<file path="config.mk">
export PLATFORM = sky130hd
export DESIGN_NAME = traffic_light_fsm
export DESIGN_NICKNAME = d
export VERILOG_FILES = /design/src/rtl/traffic_light_fsm.sv
export SDC_FILE = /design/constraint.sdc
export NUM_CORES = 1
export LEC_CHECK = 0
export ABC_AREA = 1
export ABC_CLOCK_PERIOD_IN_PS = 1700
export CAP_MARGIN = 20
export CORE_UTILIZATION = 40
export CTS_BUF_LIST = sky130_fd_sc_hd__clkbuf_16
export CTS_CLUSTER_SIZE = 28
export DETAILED_ROUTE_END_ITERATION = 8
export GPL_TIMING_DRIVEN = 0
export PLACE_DENSITY_LB_ADDON = 0.3
export SLEW_MARGIN = 20
export SYNTH_ARGS = -nofsm -noshare
export SYNTH_HDL_FRONTEND = slang
export SYNTH_SLANG_ARGS = --single-unit
</file>
<file path="constraint.sdc">
create_clock -name clk_in -period 1.7 [get_ports clk_in]
set_input_delay 0.17 -clock clk_in [delete_from_list [all_inputs] [get_ports clk_in]]
set_output_delay 0.17 -clock clk_in [all_outputs]
set_load 0.02 [all_outputs]
</file>
<file path="src/rtl/traffic_light_fsm.sv">
// traffic_light_fsm: two-way intersection sequencer stepped by a 1 Hz enable pulse.
// Define TLC_PED_WALK_EN to build in the pedestrian request / WALK phase.
module traffic_light_fsm #(
  parameter int GREEN_SEC  = 10,
  parameter int YELLOW_SEC = 3,
  parameter int ALLRED_SEC = 1,
  parameter int WALK_SEC   = 5,
  parameter int CNT_W      = 5
) (
  input  logic             clk_in,
  input  logic             reset,
  input  logic             tick_1hz,
  input  logic             ped_req,
  output logic [2:0]       ns_light,
  output logic [2:0]       ew_light,
  output logic             walk,
  output logic             ped_ack,
  output logic [CNT_W-1:0] sec_left,
  output logic [2:0]       phase
);

  typedef enum logic [2:0] {
    NS_GREEN  = 3'd0,
    NS_YELLOW = 3'd1,
    ALL_RED_A = 3'd2,
    EW_GREEN  = 3'd3,
    EW_YELLOW = 3'd4,
    ALL_RED_B = 3'd5,
    WALK      = 3'd6
  } state_t;

  // Timer reload values: each state lasts its full duration because the
  // transition happens on the tick that finds the timer already at zero.
  localparam logic [CNT_W-1:0] GREEN_LD  = CNT_W'(GREEN_SEC - 1);
  localparam logic [CNT_W-1:0] YELLOW_LD = CNT_W'(YELLOW_SEC - 1);
  localparam logic [CNT_W-1:0] ALLRED_LD = CNT_W'(ALLRED_SEC - 1);
  localparam logic [CNT_W-1:0] WALK_LD   = CNT_W'(WALK_SEC - 1);
  localparam logic [CNT_W-1:0] TMR_ONE   = CNT_W'(1);

  localparam logic [2:0] LAMP_RED = 3'b100;
  localparam logic [2:0] LAMP_YEL = 3'b010;
  localparam logic [2:0] LAMP_GRN = 3'b001;

  state_t           r_state;
  logic [CNT_W-1:0] r_timer;
  logic             r_ped_pending;
  logic             r_ped_ack;
  logic             r_walk;
  logic [2:0]       r_ns_light;
  logic [2:0]       r_ew_light;

  state_t           w_state_next;
  logic [CNT_W-1:0] w_timer_next;
  logic             w_walk_go;
  logic             w_ped_pending_next;
  logic             w_ped_ack_next;

  function automatic logic [2:0] ns_lamp(input state_t s);
    case (s)
      NS_GREEN:  ns_lamp = LAMP_GRN;
      NS_YELLOW: ns_lamp = LAMP_YEL;
      default:   ns_lamp = LAMP_RED;
    endcase
  endfunction

  function automatic logic [2:0] ew_lamp(input state_t s);
    case (s)
      EW_GREEN:  ew_lamp = LAMP_GRN;
      EW_YELLOW: ew_lamp = LAMP_YEL;
      default:   ew_lamp = LAMP_RED;
    endcase
  endfunction

  assign w_walk_go = r_ped_pending;

  always_comb begin
    w_state_next = r_state;
    w_timer_next = r_timer;
    if (tick_1hz) begin
      if (r_timer == '0) begin
        case (r_state)
          NS_GREEN:  begin w_state_next = NS_YELLOW; w_timer_next = YELLOW_LD; end
          NS_YELLOW: begin w_state_next = ALL_RED_A; w_timer_next = ALLRED_LD; end
          ALL_RED_A: begin w_state_next = EW_GREEN;  w_timer_next = GREEN_LD;  end
          EW_GREEN:  begin w_state_next = EW_YELLOW; w_timer_next = YELLOW_LD; end
          EW_YELLOW: begin w_state_next = ALL_RED_B; w_timer_next = ALLRED_LD; end
          ALL_RED_B: begin
            if (w_walk_go) begin
              w_state_next = WALK;
              w_timer_next = WALK_LD;
            end else begin
              w_state_next = NS_GREEN;
              w_timer_next = GREEN_LD;
            end
          end
          default:   begin w_state_next = NS_GREEN;  w_timer_next = GREEN_LD;  end
        endcase
      end else begin
        w_timer_next = r_timer - TMR_ONE;
      end
    end
  end

`ifdef TLC_PED_WALK_EN
  logic w_enter_walk;
  assign w_enter_walk = (w_state_next == WALK) && (r_state != WALK);

  // A request arriving on the WALK-entry cycle is served by that walk.
  always_comb begin
    w_ped_pending_next = r_ped_pending;
    w_ped_ack_next     = 1'b0;
    if (w_enter_walk) begin
      w_ped_pending_next = 1'b0;
    end else if (ped_req && !r_ped_pending) begin
      w_ped_pending_next = 1'b1;
      w_ped_ack_next     = 1'b1;
    end
  end
`else
  logic w_ped_req_unused;
  assign w_ped_req_unused   = ped_req;
  assign w_ped_pending_next = 1'b0;
  assign w_ped_ack_next     = 1'b0;
`endif

  always_ff @(posedge clk_in) begin
    if (reset) begin
      r_state       <= ALL_RED_B;
      r_timer       <= ALLRED_LD;
      r_ped_pending <= 1'b0;
      r_ped_ack     <= 1'b0;
      r_walk        <= 1'b0;
      r_ns_light    <= LAMP_RED;
      r_ew_light    <= LAMP_RED;
    end else begin
      r_state       <= w_state_next;
      r_timer       <= w_timer_next;
      r_ped_pending <= w_ped_pending_next;
      r_ped_ack     <= w_ped_ack_next;
      r_walk        <= (w_state_next == WALK);
      r_ns_light    <= ns_lamp(w_state_next);
      r_ew_light    <= ew_lamp(w_state_next);
    end
  end

  assign ns_light = r_ns_light;
  assign ew_light = r_ew_light;
  assign walk     = r_walk;
  assign ped_ack  = r_ped_ack;
  assign sec_left = r_timer;
  assign phase    = r_state;

endmodule

</file>
Word-level counts from Yosys, hierarchy flattened

Index checks and enable logic that the tools add are counted.

Bits in registers: 15
Logic and storage cells: 26

Add/subtract/negate cells: 1
Eq/ne operators: 8
Muxes and demuxes: 7
Reductions and logical operators: 5

Operators with widths:

| operator            | count |
|---|---|
| $pmux 3 s5          | 1 |
| $pmux 3 s2          | 2 |
| $eq 3x2->1 const B  | 3 |
| $eq 3x3->1 const B  | 3 |
| $pmux 4 s2          | 1 |
| $eq 3x1->1 const B  | 2 |
| $logic_not 3->1     | 2 |
| $mux 3              | 2 |
| $logic_not 5->1     | 1 |
| $mux 5              | 1 |
| $sub 5x1->5 const B | 1 |
| $reduce_or 2->1     | 2 |

Depth between registers and ports, before layout

Gate-level depths: netlist of the first run.

Depth after elaboration: 6
Depth in mapped cells: 11
Depth with buffers taken out: 11

Worst setup path after synthesis of the first run

Ideal clock, no wire load.

Path type: flip-flop to flip-flop
Start point: reg r_timer[0], in the netlist sec_left[0]
End point: reg r_ew_light[2], in the netlist ew_light[2]
Setup time: 0.129 ns
Arrival time: 1.389 ns
Slack: 0.182 ns
Cell stages (with the launch flop): 11
Path buffers: 0
Cells stage by stage: dfxtp_1 inv_1 ha_1 inv_1 nor2_2 nand3_2 nand2_1 nand2_2 nand3_1 nand2_1 nand3_1

Longest elaborated chain between the ends: 5

RTL lines:

| what                                     | line | text |
|---|---|---|
| start, declared                          | 45   | `logic [CNT_W-1:0] r_timer;` |
| start signal, assigned                   | 137  | `r_timer <= w_timer_next;` |
| $logic_not 5->1 *                        | 80   | `if (r_timer == '0) begin` |
| $mux 3 *                                 | 80   |  |
| $mux 3 *                                 | 79   | `if (tick_1hz) begin` |
| $eq 3x3->1 or $eq 3x2->1 (tied branches) | 67   | `case (s)` |
| $pmux 3 s2 *                             | 67   |  |
| end signal, assigned                     | 142  | `r_ew_light <= ew_lamp(w_state_next);` |
| end, declared                            | 50   | `logic [2:0] r_ew_light;` |

Mark *: on every way between the ends. The rest lies on a longest branch, timed or not.
A chain may end at the register's enable or synchronous reset.

Final worst setup path of the first run

Start point: reg r_state[1], in the netlist phase[1]
End point: out phase[1]

RTL lines:

| what                   | line | text |
|---|---|---|
| start, declared        | 44   | `state_t r_state;` |
| start signal, assigned | 136  | `r_state <= w_state_next;` |
| end, declared          | 19   | `output logic [2:0] phase` |

No word-level cell between the ends.

==> summary.md, run 1 <==
| Metric | Value |
|---|---|
| Number of design rule violations left after detail routing | 0 |
| Number of nets in the synthesized netlist | 106 |
| Hold WC Path Type | input port to flip-flop |
| Delay contributed by the slowest stage of the critical path | 0.65 ns |
| Flip-flop and latch count after synthesis | 15 |
| First-pass iteration count of the detailed router | 3 |
| Number of cell rows | 15 |
| Largest net degree at the start of global routing | 11 |
| Longest Clk Path Bufs | 2 |
| Worst Clk Skew | 0.00147 ns |
| Hold depth | 3 |
| Share of the synthesized area in the top cell type | 37.6% |
| Clk slew on worst S/H paths | 0.05 ns |
| Max cap viols | 0 |
| Area contributors post-synth | sky130_fd_sc_hd__dfxtp_1 38%, sky130_fd_sc_hd__nand2_1 7.5%, sky130_fd_sc_hd__nand2_4 5.6% |
| Outcome | finished, final reports clean |
| Cell Pwr Density | 1220 mW/mm^2 |
| Critical Path Source Type | flip-flop |
| Synth unique cells | 23 |
| Final min period | 1.50 ns |
| Number of failing setup endpoints in the final timing report | 0 |
| Routed vias | 664 |
| Number of warnings issued by yosys | 0 |
| Overall die area | 0.00218 mm^2 |
| Pleak | 0.485 nW |
| Final weighted congestion in routability-driven placement | 0.769 |
| FILL cells | 173 |
| Largest area contributor in the netlist | sky130_fd_sc_hd__dfxtp_1 |
| Total clock buffers created by CTS | 3 |
| Peak supply drop | 0.625 mV |
| Sequential element share of the synthesized area | 37.6% |
| Number of global-route vias before repair | 553 |
| Global-route wire length before repair | 2300 um |
| Number of sinks driven by the clock tree | 15 |
| Number of endpoints with negative hold slack in the final report | 0 |
| Largest fanout on the critical path | 6 |
| CP max stage cell | sky130_fd_sc_hd__clkdlybuf4s50_1 |
| Layout overhead on the synthesized area | 34.0% |
| Syn Area/Cell | 8.00 um^2 |
| Critical path buffers and inverters | 1 |
| Total inserted antenna cells | 0 |
| Storage element area | 300 um^2 |
| Clock tree from TritonCTS | yes |
| Die extent in y | 46.7 um |
| CTS Root Buffer Type | sky130_fd_sc_hd__clkbuf_16 |
| Worst setup path category | flip-flop to output port |
| Logic depth of the worst register-to-register path | 9 |
| Initial standard-cell utilization of the core | 44.4% |
| Post-Route Setup TNS | 0 ns |
| Number of levels the H-tree was split into | 1 |
| I/O pin cnt | 20 |
| Post-detailed-route wirelength per cell | 9.38 um |
| Final critical-path share of the clock period | 88.2% |
| Setup repair after global routing missed its margin | false |
| # Post-CTS Setup Buffers | 0 |
| Worst hold margin | 0.293 ns |
| Fin. max-slew vios | 0 |
| Netlist area before placement | 800 um^2 |
| Global-route total usage across every layer | 15.5% |
| Remaining antenna violation count after routing | 0 |
| Critical path depth | 1 |
| Post-CTS Hold Buffers | 0 |
| Fraction of final layout cells sized beyond drive strength 1 | 27.5% |
| Worst skew pair latency | 0.24 ns |
| Die Width | 46.7 um |
| Grt total ovfl | 0 |
| Core area | 0.00180 mm^2 |
| Critical Path End Type | output port |
| Kind of cell with the highest combined delay on the critical path | buffers and inverters |
| Iter 0 DRT Violations | 10 |
| Total of buffers placed on input and output ports | 16 |
| Gate count of the mapped netlist | 100 |
| Drt via density | 4.58 |
| Required time of the critical path | 1.53 ns |
| DPL Wire Length | 1060 um |
| Total Nets Final | 127 |
| WP data arrival | 1.33 ns |
| Initial antenna violation count | 0 |
| Maximum clock frequency | 0.667 GHz |
| Total wire length after detailed routing | 1360 um |
| Gates resized, CTS repair | 0 |
| Critical-path cell list | clkdlybuf4s50_1 |
| Area used by multi-input combinational logic | 409 um^2 |
-- where the power goes --
part           internal [mW]  switching (mW)
registers              0.395          0.0313
clock network          0.314           0.142
logic                  0.169           0.254
total                  0.878           0.427
-- cell usage in the layout (no fill, tap or decap) --
master                            Yosys  layout
sky130_fd_sc_hd__clkinv_2             0       1
sky130_fd_sc_hd__nand4_1              1       1
sky130_fd_sc_hd__nor3_2               2       2
sky130_fd_sc_hd__ha_1                 2       2
sky130_fd_sc_hd__conb_1               1       1
sky130_fd_sc_hd__nand2_4              4       4
sky130_fd_sc_hd__nand3_1              7       7
sky130_fd_sc_hd__a21oi_1              4       4
sky130_fd_sc_hd__nor2_8               1       1
sky130_fd_sc_hd__nor3_1               1       1
sky130_fd_sc_hd__clkbuf_8             1       1
sky130_fd_sc_hd__nand2_2              5       5
sky130_fd_sc_hd__nand3_2              3       3
sky130_fd_sc_hd__nand2_1             16      16
sky130_fd_sc_hd__clkdlybuf4s50_1      0      16
sky130_fd_sc_hd__inv_2                5       5
sky130_fd_sc_hd__o211ai_1             1       1
sky130_fd_sc_hd__buf_4                1       1
sky130_fd_sc_hd__clkbuf_16            0       3
sky130_fd_sc_hd__dfxtp_1             15      15
sky130_fd_sc_hd__nor2_2               5       5
sky130_fd_sc_hd__clkinv_4             1       1
sky130_fd_sc_hd__nand3_4              1       1
sky130_fd_sc_hd__nor2_1               7       7
sky130_fd_sc_hd__inv_1               11      11
sky130_fd_sc_hd__o21ai_0              5       5
-- final timing paths --
check | startpoint | slack [ns] | end
setup / recovery | phase[1] | 0.20 | phase[1]
hold / removal | tick_1hz | 0.29 | sec_left[3]
setup reg to reg | sec_left[0] | 0.23 | ew_light[2]
hold reg to reg | sec_left[4] | 0.54 | sec_left[4]
-- final cells by class --
class                           instances  share of cell area, %
Tap cell                               25                   2.92
Inverter                               17                   6.43
Multi-Input combinational cell         66                   38.2
Clock inverter                          1                  0.467
Clock buffer                            3                   7.01
Timing Repair Buffer                   16                   15.0
Buffer                                  2                   1.99
Sequential cell                        15                   28.0
-- synthesized netlist by cell type --
library cell	number
sky130_fd_sc_hd__clkinv_4	1
sky130_fd_sc_hd__nand3_2	3
sky130_fd_sc_hd__o211ai_1	1
sky130_fd_sc_hd__nor3_2	2
sky130_fd_sc_hd__nand4_1	1
sky130_fd_sc_hd__conb_1	1
sky130_fd_sc_hd__nand3_1	7
sky130_fd_sc_hd__ha_1	2
sky130_fd_sc_hd__nand3_4	1
sky130_fd_sc_hd__nor2_8	1
sky130_fd_sc_hd__buf_4	1
sky130_fd_sc_hd__nor2_1	7
sky130_fd_sc_hd__nand2_2	5
sky130_fd_sc_hd__clkbuf_8	1
sky130_fd_sc_hd__nor3_1	1
sky130_fd_sc_hd__inv_1	11
sky130_fd_sc_hd__nand2_1	16
sky130_fd_sc_hd__o21ai_0	5
sky130_fd_sc_hd__dfxtp_1	15
sky130_fd_sc_hd__inv_2	5
sky130_fd_sc_hd__nor2_2	5
sky130_fd_sc_hd__nand2_4	4
sky130_fd_sc_hd__a21oi_1	4
-- per-stage QoR --
step                util [%]  worst slack, ns  cells  power [mW]  area [um^2]
floorplan                  -            0.182    100       0.737          800
global placement        55.0            0.238    141       0.852          991
detailed placement      55.0            0.214    141       0.857          991
CTS                     59.4            0.191    145        1.32         1070
global route            59.4           0.0570    145        1.38         1070
finish                  59.4            0.201    145        1.30         1070
-- layer usage --
layer | share of wire [%] | global-route usage, %
met1 | 48 | 19.6
met2 | 45 | 21.9
met3 | 4.0 | 3.92
met4 | 3.2 | 12.6
met5 | 0 | 0
-- logic make-up (layout without fill, tap and decap cells) --
family                     after synthesis  count (layout)  synth area share [%]
DFF                                     15              15                  37.6
other                                    1               1                 0.469
and+or+nand+nor                         53              53                  41.0
buffers and inverters                   19              39                  11.3
AOI/OAI and AO/OA                       10              10                  6.57
adders and majority gates                2               2                  3.13
-- worst reg2reg max path, stage by stage, from the launching register on --
cell and delay, ns:
sky130_fd_sc_hd__dfxtp_1 0.32, sky130_fd_sc_hd__inv_1 0.10, sky130_fd_sc_hd__ha_1 0.22, sky130_fd_sc_hd__nand2_4 0.09
sky130_fd_sc_hd__nor2_8 0.16, sky130_fd_sc_hd__nand4_1 0.12, sky130_fd_sc_hd__nand2_2 0.12, sky130_fd_sc_hd__clkinv_4 0.08
sky130_fd_sc_hd__nand2_1 0.07, sky130_fd_sc_hd__nand3_1 0.06
-- flip-flops by register name, summed over array words and instances (netlist names) --
signal / count
phase: 3
ew_light: 3
walk: 1
ns_light: 3
sec_left: 5
No activity file was read; power rests on OpenSTA's default activity.
==> inputs of run 2 (changes only) <==
--- a/config.mk
+++ b/config.mk
@@ -10,7 +10,7 @@
 export CAP_MARGIN = 20
 export CORE_UTILIZATION = 40
 export CTS_BUF_LIST = sky130_fd_sc_hd__clkbuf_16
-export CTS_CLUSTER_SIZE = 28
+export CTS_CLUSTER_SIZE = 12
 export DETAILED_ROUTE_END_ITERATION = 8
 export GPL_TIMING_DRIVEN = 0
 export PLACE_DENSITY_LB_ADDON = 0.3
==> results of run 2 <==
Same layout as run 1: the final DEF is identical, and so are final timing and power.
==> inputs of run 3 (changes only) <==
--- a/config.mk
+++ b/config.mk
@@ -14,6 +14,7 @@
 export DETAILED_ROUTE_END_ITERATION = 8
 export GPL_TIMING_DRIVEN = 0
 export PLACE_DENSITY_LB_ADDON = 0.3
+export RECOVER_POWER = 100
 export SLEW_MARGIN = 20
 export SYNTH_ARGS = -nofsm -noshare
 export SYNTH_HDL_FRONTEND = slang
==> summary.md, run 3 (synthesis gave the netlist of run 1 again) <==
| Metric | Value |
|---|---|
| Origin of the worst min-delay path | tick_1hz |
| Number of design rule violations left after detail routing | 0 (unchanged) |
| Hold depth | 3 (unchanged) |
| Fin. max-slew vios | 0 (unchanged) |
| Initial antenna violation count | 0 (unchanged) |
| Total wire length after detailed routing | 1360 um (-0.15%) |
| Pleak | 0.508 nW (+4.8%) |
| Critical Path Source Type | flip-flop |
| Kind of cell with the highest combined delay on the critical path | buffers and inverters |
| Critical path buffers and inverters | 1 (unchanged) |
| Outcome | finished, final reports clean |
| Worst R2R Start | sec_left[0] |
| # Post-CTS Setup Buffers | 0 (unchanged) |
| Clk slew on worst S/H paths | 0.05 ns (about the same) |
| Die extent in y | 46.7 um (unchanged) |
| I/O pin cnt | 20 (unchanged) |
| Core area | 0.00180 mm^2 (unchanged) |
| Post-CTS Hold Buffers | 0 (unchanged) |
| Delay contributed by the slowest stage of the critical path | 0.71 ns (+0.06 ns) |
| Fraction of final layout cells sized beyond drive strength 1 | 21.7% (-5.8 points) |
| Layout overhead on the synthesized area | 31.5% |
| CTS Root Buffer Type | sky130_fd_sc_hd__clkbuf_16 |
| Critical path depth | 1 (unchanged) |
| Flip-flop count of the largest register after layout | 5 (unchanged) |
| WP data arrival | 1.38 ns (+0.05 ns) |
| Post-detailed-placement cell area | 991 um^2 (unchanged) |
| Post-Route Setup TNS | 0 ns (unchanged) |
| Initial standard-cell utilization of the core | 44.4% (unchanged) |
| Drt via density | 4.56 (-0.45%) |
| Peak supply drop | 0.613 mV (-1.9%) |
| Number of failing setup endpoints in the final timing report | 0 (unchanged) |
| Final min period | 1.55 ns (+0.0529 ns) |
| Logic depth of the worst register-to-register path | 9 (unchanged) |
| Worst setup path category | flip-flop to output port |
| Largest net degree at the start of global routing | 11 (unchanged) |
| Gates resized, CTS repair | 0 (unchanged) |
| Number of levels the H-tree was split into | 1 (unchanged) |
| Max cap viols | 0 (unchanged) |
| Non-filler cells, final | 145 (unchanged) |
| Critical Path End Type | output port |
| Most frequent cells in the layout | 20 x sky130_fd_sc_hd__nand2_1, 15 x sky130_fd_sc_hd__dfxtp_1, 15 x sky130_fd_sc_hd__dlygate4sd3_1, 13 x sky130_fd_sc_hd__inv_1 |
| First-pass iteration count of the detailed router | 4 (+1) |
| Grt total ovfl | 0 (unchanged) |
| Number of endpoints with negative hold slack in the final report | 0 (unchanged) |
| Hold WC Path Type | input port to flip-flop |
| Total power | 1.27 mW (-2.5%) |
| Post-placement cell count | 141 (unchanged) |
| Worst Clk Skew | 0.00162 ns (+0.000143 ns) |
| Overall die area | 0.00218 mm^2 (unchanged) |
| Number of global-route vias before repair | 553 (unchanged) |
| Total clock buffers created by CTS | 3 (unchanged) |
| Post-detailed-route wirelength per cell | 9.37 um (-0.15%) |
| Maximum clock frequency | 0.644 GHz (-3.4%) |
| Total inserted antenna cells | 0 (unchanged) |
| Longest Clk Path Bufs | 2 (unchanged) |
| Worst skew pair latency | 0.24 ns (about the same) |
| Number of sinks driven by the clock tree | 15 (unchanged) |
| Critical-path cell list | dlygate4sd3_1 |
| Most frequent standard cell in the layout excluding fill and tap cells | sky130_fd_sc_hd__nand2_1 |
| Remaining antenna violation count after routing | 0 (unchanged) |
| Final weighted congestion in routability-driven placement | 0.769 (unchanged) |
| Routed vias | 661 (-0.45%) |
| Clock tree from TritonCTS | yes |
| Launching instance or port of the critical path | sec_left[2] |
| Design Area, Final | 0.00105 mm^2 (-1.9%) |
| Total of buffers placed on input and output ports | 16 (unchanged) |
| Number of cell rows | 15 (unchanged) |
| Largest fanout on the critical path | 5 (-1) |
| Iter 0 DRT Violations | 9 (-1) |
| CP max stage cell | sky130_fd_sc_hd__dlygate4sd3_1 |
| Die Width | 46.7 um (unchanged) |
| DPL Wire Length | 1060 um (unchanged) |
| Global-route total usage across every layer | 15.5% (unchanged) |
| Setup repair after global routing missed its margin | false |
| Global-route wire length before repair | 2300 um (unchanged) |
| FILL cells | 178 (+2.9%) |
| Cell Pwr Density | 1210 mW/mm^2 (-0.60%) |
| Required time of the critical path | 1.53 ns (about the same) |
| Total Nets Final | 127 (unchanged) |
| Final critical-path share of the clock period | 91.3% (+3.1 points) |
run 3: final cells by class:
| cell class | count | area [um^2] | area share (%) |
|---|---|---|---|
| Buffer | 2 | 21.3 | 2.02 |
| Multi-Input combinational cell | 66 | 394 | 37.5 |
| Tap cell | 25 | 31.3 | 2.98 |
| Clock inverter | 1 | 5.00 | 0.476 |
| Timing Repair Buffer | 16 | 160 | 15.2 |
| Clock buffer | 3 | 75.1 | 7.14 |
| Inverter | 17 | 63.8 | 6.07 |
| Sequential cell | 15 | 300 | 28.6 |
run 3: metrics by stage:
| stage | hold WS (ns) | worst slack [ns] | utilization, % |
|---|---|---|---|
| after CTS | 0.293 | 0.191 | 59.4 |
| after global placement | 0.524 | 0.238 | 55.0 |
| final | 0.287 | 0.148 | 58.3 |
| after floorplan | 0.242 | 0.182 | - |
| after detailed placement | 0.532 | 0.214 | 55.0 |
| after global routing | 0.327 | 0.0639 | 58.3 |
run 3: path summary, 6_finish.rpt:
path	endpoint	slack [ns]
max reg2reg	ew_light[2]	0.20
min reg2reg	sec_left[4]	0.53
max	sec_left[2]	0.15
min	sec_left[3]	0.29
run 3: power breakdown:
| group | switching (mW) | leakage, nW | total (mW) | internal, mW |
|---|---|---|---|---|
| Combinational | 0.244 | 0.344 | 0.393 | 0.149 |
| Sequential | 0.0292 | 0.123 | 0.424 | 0.395 |
| Clock | 0.143 | 0.0409 | 0.456 | 0.314 |
| Total | 0.415 | 0.508 | 1.27 | 0.857 |
run 3: per-layer routing:
| metal | wire [um] | vias to the layer above | track usage, % |
|---|---|---|---|
| li1 | - | 351 | - |
| met1 | 656 | 291 | 19.6 |
| met2 | 602 | 14 | 21.9 |
| met3 | 56 | 5 | 3.92 |
| met4 | 43 | 0 | 12.6 |
| met5 | 0 | - | 0 |
==> edit 1 (config.mk and constraints of run 1) <==
Build with the macro `TLC_PED_WALK_EN` defined.
--- a/src/rtl/traffic_light_fsm.sv
+++ b/src/rtl/traffic_light_fsm.sv
@@ -2,2 +2,4 @@
 // Define TLC_PED_WALK_EN to build in the pedestrian request / WALK phase.
+`define TLC_PED_WALK_EN
+
 module traffic_light_fsm #(
Function: changed (a bounded check fails within 4 cycles, from zero or initial values and one cycle with reset high).
==> edit 1 against run 1 <==
- first-iteration DRC count up 130%
- cell area up 9.1%
- core utilization down 1.1 points
- global-route usage up 3.1 points
- sequential cell count up 2
- count of clock-buffer cells in the layout unchanged
- wire length up 39%
- clock power up 3%
- sequential share of layout area up 1.1 points
- sequential power up 21%
- synthesized area up 7.8%
- setup slack worse by 0.063 ns
- power up 21%
- largest cell class unchanged
- largest power group is now combinational cells
==> edit 1: results (changes against run 1) <==
GR Util All Layers=18.6% (+3.1 points); status=finished, final reports clean; VDD IR max=0.932 mV (+49%); LEAKAGE=0.529 nW (+9.2%); first-pass GRT wire length=3390 microns (+48%); top cells by count, synth=23 x nand2_1, 17 x dfxtp_1, 14 x inv_1, 13 x nor2_1, 8 x nand3_1; Synth Area in XOR/XNOR=1.02% (+1.0 points); Final Wtd Congestion=0.848 (+10%); Adder-Cell Fraction of Synth Area=2.90% (-0.23 points); Compound-Gate Fraction of Synth Area=8.13% (+1.6 points); sequential-to-total area share from yosys stat=39.5% (+1.9 points); final net count=145 (+14%); CP Data Arrival Time=1.39 ns (+0.06 ns); fraction of layout cells with a size suffix above 1=18.8% (-8.7 points); Syn Area/Cell=7.50 sq um (-6.2%); Placed Cells=160 (+13%); Synth Net Count=121 (+14%); Cell Int Power=1.01 mW (+15%); DR pass1 iterations=4 (+1); vias in the first global route=798 (+44%); met1 Track Usage GR=22.7% (+3.1 points); Port Buffers=18 (+2); top post-synthesis cells by area=dfxtp_1 39%, nand2_1 10%, inv_1 6.1%, nor2_1 5.7%, nand3_1 4.6%; DP HPWL=1360 microns (+28%); met3 Track Usage GR=5.66% (+1.7 points); vias=812 (+22%); CP max stage delay=0.67 ns (+0.02 ns); Final Non-Filler Cells=165 (+14%); distinct cell type count after synthesis=26 (+13%)
[edit 1: layout make-up]
| cell class | count | area, sq um |
|---|---|---|
| Fill cell | 195 | 833 |
| Sequential cell | 17 | 340 |
| Clock buffer | 3 | 75.1 |
| Multi-Input combinational cell | 79 | 447 |
| Tap cell | 27 | 33.8 |
| Timing Repair Buffer | 19 | 188 |
| Inverter | 18 | 72.6 |
| Buffer | 1 | 7.51 |
| Clock inverter | 1 | 5.00 |
[edit 1: kinds of logic after synthesis]
family	count (synthesis)
AOI/OAI and AO/OA	12
adders and majority gates	2
xor gates and xnor gates	1
and+or+nand+nor	64
buffers and inverters	19
DFF	17
[edit 1: power groups by stage]
| stage | sequential (mW) | combinational, mW | clock [mW] |
|---|---|---|---|
| global placement | 0.518 | 0.559 | 0 |
| detailed placement | 0.521 | 0.571 | 0 |
| global route | 0.524 | 0.648 | 0.499 |
| floorplan | 0.583 | 0.321 | 0 |
| finish | 0.515 | 0.591 | 0.470 |
| CTS | 0.512 | 0.575 | 0.478 |
[edit 1: metal layers]
layer / wire length [microns] / share of wire (%)
met3: 89 / 4.7
met1: 883 / 47
met4: 28 / 1.5
met2: 883 / 47
met5: 0 / 0
[edit 1: final timing paths]
kind / startpoint / end / slack [ns] / cells past startpoint
max reg2reg: sec_left[0] / ew_light[2] / 0.16 / 11
min reg2reg: sec_left[1] / sec_left[1] / 0.51 / 2
min: reset / ew_light[0] / 0.16 / 2
max: phase[0] / phase[0] / 0.14 / 1
[edit 1: repair_timing]
action	in CTS	in global routing
hold endpoints to repair	0	0
gates resized for setup	0	3
setup buffers	0	1
endpoints found under the setup margin	0	4
[edit 1: metrics by stage]
stage	hold slack (ns)	area [sq um]	util, %
2_1_floorplan	0.296	862	-
3_3_place_gp	0.419	1080	53.8
3_5_place_dp	0.418	1080	53.8
4_1_cts	0.157	1160	57.8
5_1_grt	0.170	1170	58.4
6_report	0.160	1170	58.4
==> edit 2 (settings of run 1) <==
Made on the original files. Reset style: asynchronous (`reset`), changed in one clocked block.
--- a/src/rtl/traffic_light_fsm.sv
+++ b/src/rtl/traffic_light_fsm.sv
@@ -125,3 +125,3 @@
 
-  always_ff @(posedge clk_in) begin
+  always_ff @(posedge clk_in or posedge reset) begin
     if (reset) begin
Function: differs if reset is asserted again (counterexample within 4 cycles, from zero or initial values and one cycle with reset high); with reset held inactive, the same outputs for 10 cycles.
==> edit 2 against run 1 <==
- synthesized area increased by 6.9%
- die area is 6.6% higher
- cell area grew 7.5%
- non-clock buffer count is the same
- largest cell class unchanged
- sequential cell count is the same
- worst hold slack worse by 0.0049 ns
- wire length increased by 20%
- first-iteration DRC count increased by 20%
- setup slack worse by 0.078 ns
- via count grew 1.1%
- critical path type unchanged
Power is not compared: it rests on default switching activity, and its combinational part moved more than twofold at a synthesized area within 25%.
==> edit 2: results (changes against run 1) <==
DP HPWL=1230 microns (+16%); Critical R2R Capture=ew_light[2]; crit path from=phase[0]; Worst setup endpoint=phase[0]; pre-CTS setup slack=0.0933 ns (-0.121 ns); number of fillers in the final layout=165 (-4.6%); DRT Wirelength=1630 microns (+20%); Final Non-Filler Cells=141 (-2.8%); Setup Skew=0.00314 ns (+0.00167 ns); async set-reset flop share out of synthesis=100% (+100 points); Slowest cell on crit path=clkdlybuf4s50_1; top post-synthesis cells by area=dfrtp_1 32%, dfstp_2 12%, nand2_1 8.3%, nand2_4 5.3%, inv_1 4.0%; status=finished, final reports clean; Final Wtd Congestion=0.794 (+3.3%); Max Fclk=0.634 GHz (-4.9%); DR pass1 iterations=4 (+1); crit path max fanout=5 (-1); initial antenna violation count=0 (unchanged); drt initial violations=12 (+2); vias=671 (+1.1%); distinct cell type count after synthesis=28 (+22%); FF-to-FF Start=sec_left[0]; Syn Area/Cell=9.19 sq um (+15%); Post-synth EDFFs=0 (unchanged); Clock Latency Late Sink=0.24 ns (about the same); LEAKAGE=about 0.56 nW; sequential-to-total area share from yosys stat=44.5% (+7.0 points); top_reg_cell synth=dfrtp_1; Reg2Reg Setup Slack=0.16 ns (-0.07 ns); delay-heaviest family, CP=buffers and inverters; Rel. slew slack=60.4%; Post-DP Area=0.00106 sq mm (+6.8%); TritonCTS Buffers=3 (unchanged); first-pass GRT wire length=2500 microns (+8.7%); Port Buffers=17 (+1); top cells by count, synth=19 x nand2_1, 11 x dfrtp_1, 9 x inv_1, 7 x nor2_1; Antenna Cells=0 (unchanged); CP max stage delay=0.61 ns (-0.04 ns); maximum buffer depth of the clock tree=2 (unchanged); clock-pin slew on the worst setup and hold paths=0.05 ns (about the same); largest net degree at the start of global routing=16 (+5); Largest register FFs=5 (unchanged); worst reg-to-reg path cell count=9 (unchanged); H-tree levels=1 (unchanged); clk root buf=clkbuf_16; VDD IR max=1.20 mV; final net count=121 (-4.7%); Synth Net Count=99 (-6.6%); vias in the first global route=575 (+4.0%); setup violators final=0 (unchanged); GR Util All Layers=15.9% (+0.39 points); worst min path class=primary input to async pin; Syn. warnings=0 (unchanged); fraction of layout cells with a size suffix above 1=29.8% (+2.3 points); CP Data Arrival Time=1.41 ns (+0.08 ns)
==> edit 2: cell count changes after synthesis, sizes merged, moves of 2 or more <==
cell	before	now
dfstp	0	4
dfxtp	15	0
dfrtp	0	11
nand3	11	9
inv	16	14
o21ai	5	2
o31ai	0	2
==> edit 2: area by class of cell <==
class                   count  area (sq um)  area share (%)
plain buffers               1          7.51           0.652
clock buffers               3          75.1            6.52
clock inverters             1          5.00           0.435
inverters                  14          52.6            4.57
multi-input cells          63           424            36.8
flip-flops and latches     15           380            33.0
well taps                  27          33.8            2.93
repair buffers             17           173            15.0
==> edit 2: power breakdown <==
group,switching [mW],total (mW),internal [mW],leakage [nW]
logic,0.618,1.06,0.441,0.335
clock network,0.142,0.456,0.314,0.0409
registers,0.136,0.652,0.516,0.180
total,0.896,2.17,1.27,0.556
==> edit 2: logic make-up (layout without fill, tap and decap cells) <==
kind of cell    count (synthesis)  after routing  share of synthesized area, %
simple gates                   50             50                          36.9
flops                          15             15                          44.5
buf+inv                        15             36                          7.03
compound gates                 10             10                          8.20
fa+ha+maj                       2              2                          2.93
other cells                     1              1                         0.439
==> edit 2: how the worst min path moves through the flow <==
stage	to	slack (ns)	cells past startpoint	startpoint
after floorplan	ew_light[0]	0.07	1	reset
after global placement	phase[0]	0.52	2	phase[0]
after detailed placement	phase[0]	0.53	2	phase[0]
after CTS	sec_left[2]	0.30	2	reset
after global routing	sec_left[3]	0.38	2	reset
final	ns_light[0]	0.29	2	reset
==> edit 2: repair_timing <==
item,in CTS,in global routing
setup endpoints to repair,0,7
hold buffers,0,0
gates resized for setup,0,3
setup buffers,0,0
==> edit 2: layer usage <==
layer	track usage, %	part of all wire, %	routed length, microns
met1	19.6	45	739
met2	26.7	49	806
met3	5.56	4.5	73
met4	3.33	0.74	12
met5	0	0	0
